### config.mk
export PLATFORM = sky130hd
export DESIGN_NAME = up_down_counter_param
export DESIGN_NICKNAME = d
export VERILOG_FILES = /design/src/rtl/up_down_counter_param.sv
export SDC_FILE = /design/constraint.sdc
export NUM_CORES = 1
export LEC_CHECK = 0
export ABC_AREA = 1
export BUFFER_PORTS_ARGS = -buffer_cell sky130_fd_sc_hd__buf_2
export CORE_MARGIN = 2
export CORE_UTILIZATION = 50
export DETAILED_ROUTE_END_ITERATION = 16
export MAX_ROUTING_LAYER = met4
export PLACE_DENSITY = 0.8
export SYNTH_ARGS = -nofsm -noshare
export SYNTH_HDL_FRONTEND = slang
export SYNTH_SLANG_ARGS = --single-unit
### constraint.sdc
create_clock -name clk -period 1.8 [get_ports clk]
set_clock_uncertainty 0.15 [all_clocks]
set_input_delay 0 -clock clk [delete_from_list [all_inputs] [get_ports clk]]
set_output_delay 0 -clock clk [all_outputs]
set_load 0.02 [all_outputs]
### src/rtl/up_down_counter_param.sv
// -----------------------------------------------------------------------------
// up_down_counter_param
// Parametrised up/down counter with count enable, parallel load (clamped to
// MAX_VAL), programmable modulus, wrap or saturate behaviour at the
// boundaries, a combinational terminal-count strobe and a sticky boundary
// flag. The counter value never leaves the range 0..MAX_VAL.
// -----------------------------------------------------------------------------
module up_down_counter_param #(
  parameter int                 WIDTH    = 8,
  parameter logic [WIDTH-1:0]   MAX_VAL  = {WIDTH{1'b1}},
  parameter bit                 SATURATE = 1'b0
) (
  input  logic             clk,
  input  logic             reset,
  input  logic             en,
  input  logic             x,
  input  logic             load,
  input  logic [WIDTH-1:0] load_value,
  input  logic             clr_flag,
  output logic [WIDTH-1:0] counter,
  output logic             tc,
  output logic             boundary_flag
);

  localparam logic [WIDTH-1:0] ZERO_VAL = {WIDTH{1'b0}};
  localparam logic [WIDTH-1:0] ONE_VAL  = {{(WIDTH-1){1'b0}}, 1'b1};

  logic [WIDTH-1:0] counter_r;
  logic             flag_r;
  logic             at_max_s;
  logic             at_min_s;
  logic             tc_s;
  logic [WIDTH-1:0] load_clamped_s;
  logic [WIDTH-1:0] counter_next_s;
  logic             flag_next_s;

  // Boundary detection and terminal-count strobe from registered state and inputs.
  always_comb begin
    at_max_s = (counter_r == MAX_VAL);
    at_min_s = (counter_r == ZERO_VAL);
    tc_s     = reset & ~load & en & ((~x & at_max_s) | (x & at_min_s));
  end

  // Clamp oversize load values so the counter never leaves 0..MAX_VAL.
  always_comb begin
    load_clamped_s = load_value;
    if (load_value > MAX_VAL) begin
      load_clamped_s = MAX_VAL;
    end else begin
      load_clamped_s = load_value;
    end
  end

  // Next counter value: load has priority over counting, counting over hold.
  always_comb begin
    counter_next_s = counter_r;
    if (load) begin
      counter_next_s = load_clamped_s;
    end else if (en) begin
      if (!x) begin
        if (at_max_s) begin
          if (SATURATE) begin
            counter_next_s = MAX_VAL;
          end else begin
            counter_next_s = ZERO_VAL;
          end
        end else begin
          counter_next_s = counter_r + ONE_VAL;
        end
      end else begin
        if (at_min_s) begin
          if (SATURATE) begin
            counter_next_s = ZERO_VAL;
          end else begin
            counter_next_s = MAX_VAL;
          end
        end else begin
          counter_next_s = counter_r - ONE_VAL;
        end
      end
    end else begin
      counter_next_s = counter_r;
    end
  end

  // Sticky flag: a boundary step sets it and beats a simultaneous clear.
  always_comb begin
    flag_next_s = flag_r;
    if (tc_s) begin
      flag_next_s = 1'b1;
    end else if (clr_flag) begin
      flag_next_s = 1'b0;
    end else begin
      flag_next_s = flag_r;
    end
  end

  // State registers with asynchronous active-low reset.
  always_ff @(posedge clk or negedge reset) begin
    if (!reset) begin
      counter_r <= ZERO_VAL;
      flag_r    <= 1'b0;
    end else begin
      counter_r <= counter_next_s;
      flag_r    <= flag_next_s;
    end
  end

  assign counter       = counter_r;
  assign tc            = tc_s;
  assign boundary_flag = flag_r;

endmodule
# --- After elaboration in Yosys (flattened, before gate mapping) ---
# Index checks and enable logic that the tools add are counted.
word_totals:
  reg_bits: 9
  input_bits: 14
op_classes:
  addsub: 2
  reduce_logical: 3
  n_bitwise: 8
  order_cmp: 1
  mux: 8
  n_eq_ne: 1
op_table:
  columns: ["cell", "n"]
  rows:
  - ["$mux 8", 6]
  - ["$add 8x1->8 const B", 1]
  - ["$eq 8x8->1 const B", 1]
  - ["$gt 8x8->1 const B", 1]
  - ["$logic_not 8->1", 1]
  - ["$sub 8x1->8 const B", 1]
  - ["$and 1x1->1", 5]
  - ["$reduce_bool 2->1", 2]
  - ["$mux 1", 2]
  - ["$not 1->1", 2]
  - ["$or 1x1->1", 1]

# --- Depth between registers and ports, before layout ---
depth:
  depth_word: 5
  mapped_depth: 10
  ltp_nobuf: 10

# --- Least setup slack after synthesis ---
# OpenSTA, ideal clock, no wires.
synth_timing:
  path_type: "register -> output"
  startpoint: "reg counter_r[0], in the netlist counter[0]"
  endpoint: "out tc"
  required_time_ns: 1.650
  path_slack_ns: 0.103
  stages_incl_launch_ff: 9
  arrival_time_ns: 1.547
  cell_sequence: "dfrtp_1 -> inv_1 -> ha_1 -> inv_1 -> nor2_1 -> nand2_4 -> nand2_1 -> nand4_1 -> nor2_1"
synth_via:
  elab_chain_cells: 4
  word_cells_on_any_way: 6
synth_lines:
  columns: ["item", "line", "rtl"]
  rows:
  - ["start, declared", "28", "logic [WIDTH-1:0] counter_r;"]
  - ["start signal, assigned", "104", "counter_r <= counter_next_s;"]
  - ["$eq 8x8->1 / $logic_not 8->1 (equally long branches)", "39, 40", null]
  - ["$and 1x1->1", "41", "tc_s = reset & ~load & en & ((~x & at_max_s) | (x & at_min_s));"]
  - ["$or 1x1->1 (*)", "41", null]
  - ["$and 1x1->1 (*)", "41", null]
  - ["end, declared", "21", "output logic tc,"]
# Mark *: on every way between the ends. The rest lies on a longest branch, timed or not.

# --- Worst setup path after layout ---
# Same ends and word-level chain as after synthesis.

==> run summary <==
Status: complete, no violations
Sum of negative setup slack: 0 ns
Hold Path Depth: 5
Drt total wl: 3180 µm
Min-delay src: x
All-layer global routing usage: 31.1%
Row Count: 15
Die width: 46.9 µm
Worst path cell trace: inv_2 -> ha_1 -> inv_1 -> nor2_2 -> nand2_4 -> nand2_1 -> nand4_1 -> nor2_1 -> buf_4
DP HPWL: 1790 µm
Synth warnings: 0
Hold Crit Class: in2reg
Mean Syn Cell Area: 5.96 µm²
Sequential share of the synthesized area: 24.5%
RSZ-0062 raised after global routing: yes
I/O Pins: 24
Final worst slack: 0.00142 ns
Antenna-violating nets left: 0
R2r setup slk: 0.09 ns
Hold worst-path end: counter[7]
WP data required: 1.65 ns
Seq cells post-synth: 9
WS Path Type: reg2out
Via Count: 1,248
DR iter-0 viols: 65
Reg2Reg Depth: 10
Instance count on the critical path: 9
Buf/Inv on CP: 3
Setup WS pre-CTS: 0.0979 ns
Syn Nets: 171
Post-synth top flop: dfrtp_1
Final Total Pwr: 0.871 mW
Final setup fails: 0
Slew Viols, Final: 0
Area grow syn2layout: 41.8%
Placer congestion estimate: 0.962
Crit-path max FO: 4
Root Driver: clkbuf_4
Achievable Freq: 0.556 GHz
Reg2reg start: counter[0]
Rel. slew slack: 67.9%
Number of global-route vias before repair: 1,009
Largest cells by area after synthesis: dfrtp_1 (25%), nand2_1 (22%), nand3_1 (11%), nor2_1 (9.0%), inv_1 (4.9%)
Crit Reg-Reg Endpoint: counter[6]
IO buf count: 23
Max cap viols: 0
H-tree depth: 1
Synth async-reset ratio: 100%
Nets: 218
CP max stage delay: 0.44 ns
Cell variety after synth: 26
Min Hold Slack: 0.0689 ns
Post-Syn Instances: 154
Largest net degree at the start of global routing: 14
Worst slew pin tran: 0.480 ns
CTS Sinks: 9
Crit path arrival time: 1.65 ns
Final period util: 99.9%
CTS Buf Count: 3
Dominant cell type by area after synthesis: dfrtp_1
WL/cell: 14.1 µm
Fill cell total of the finished layout: 130
Drt pass-1 iters: 4
Initial antenna violation count: 0
Clock Pin Slew Worst Setup and Hold Paths: 0.08 ns
DRC Markers: 0
CTS tree: done
Leakage: 0.685 nW
Starting Density: 53.2%
Vias/cell: 5.55
CP startpoint kind: flop
Critical Path Slowest Stage Cell: dfrtp_1
Die Y: 46.9 µm
Total grt overflow: 0
EDFF count, synth: 0
Antenna Cells: 0
Die area: 0.00220 mm²
Share of cells above drive strength 1: 29.0%
Core box area: 0.00173 mm²
Worst VDD drop: 0.000517 V
Critical path's top delay family: simple AND/OR/NAND/NOR gates
Power per cell area: 669 mW/mm²
First-pass GRT wire length: 4650 µm
Endpoints failing hold: 0
Mapped Area: 918 µm²
Area share of the largest cell type after synthesis: 24.5%
CP Capture Type: primary output
Buffer levels on the longest clock path: 2
Final critical-path required period: 1.80 ns
Clk_lat worst skew: 0.28 ns
-- cell usage in the layout, fill, tap and decap left out, types with 2 or more instances in the layout --
cell type      count
dfrtp_1            5
clkbuf_4           3
dfrtp_2            4
nand3_1           20
buf_4             10
o21ai_0            5
nand2_2            2
nand2_1           53
nor2_1            20
ha_1               2
nand4_1            2
nor2_2             4
inv_1             10
buf_2             22
xor2_1             2
inv_2              6
dlygate4sd3_1     16
-- final cells by class --
type,count,area [µm²],share of cell area [%]
multi-input combinational,123,609,46.8
sequential,9,230,17.7
clock buffer,4,26.3,2.02
inverter,16,60.1,4.61
tap,25,31.3,2.40
timing repair buffer,48,345,26.5
-- layer usage --
metal	routed length [µm]	GRT usage, %
met5	0	-
met4	102	12.2
met3	309	3.08
met2	1450	46.6
met1	1320	43.0
-- cells in the mapped netlist, drive strengths merged (2+ instances only) --
library cell and number:
nand2 56, nor2 25, nand3 20, inv 16
dfrtp 9, o21ai 7, buf 5, a21oi 3
ha 3, nand4 2, xor2 2
-- worst max path at each step --
stage | to | start | slack, ns
3_3_place_gp | counter[6] | counter[0] | 0.16
4_1_cts | tc | counter[2] | 0.01
2_1_floorplan | tc | counter[0] | 0.10
5_1_grt | tc | counter[0] | -0.06
3_5_place_dp | counter[6] | counter[0] | 0.1
6_report | tc | counter[0] | 0.001
-- what timing repair did --
action / in CTS / in global routing
endpoints found under the hold margin: 18 / 0
setup endpoints to repair: 1 / 4
pin swaps: 1 / 3
hold buffers: 16 / 0
gates resized for setup: 3 / 8
setup buffers: 3 / 5
-- sequential cells by signal, indices dropped and copies added (netlist names) --
name and cells:
boundary_flag 1, counter 8
-- stage by stage --
stage	std cells	instance area (µm²)	utilization (%)
CTS	220	1250	72.2
global route	225	1300	75.4
detailed placement	197	1030	59.9
floorplan	154	918	-
global placement	197	1030	59.9
finish	225	1300	75.4
-- logic make-up (layout without fill, tap and decap cells) --
kind of cell	after synthesis	count (layout)	share of synthesized area, %
xor gates and xnor gates	3	3	2.86
and+or+nand+nor	105	105	49.6
adders and majority gates	3	3	4.09
buffers and inverters	22	68	10.8
AOI/OAI and AO/OA	12	12	8.17
DFF	9	9	24.5
-- report_power, final --
group	internal [mW]	total, mW	switching, mW
combinational	0.170	0.411	0.241
clock	0.0858	0.169	0.0837
sequential	0.231	0.290	0.0597
-- worst min-delay path, delay by kind of cell --
kind                   cells  cell delay (ns)
and+or+nand+nor            4             0.25
buffers and inverters      1             0.19
Power figures use the tool's default switching activity.
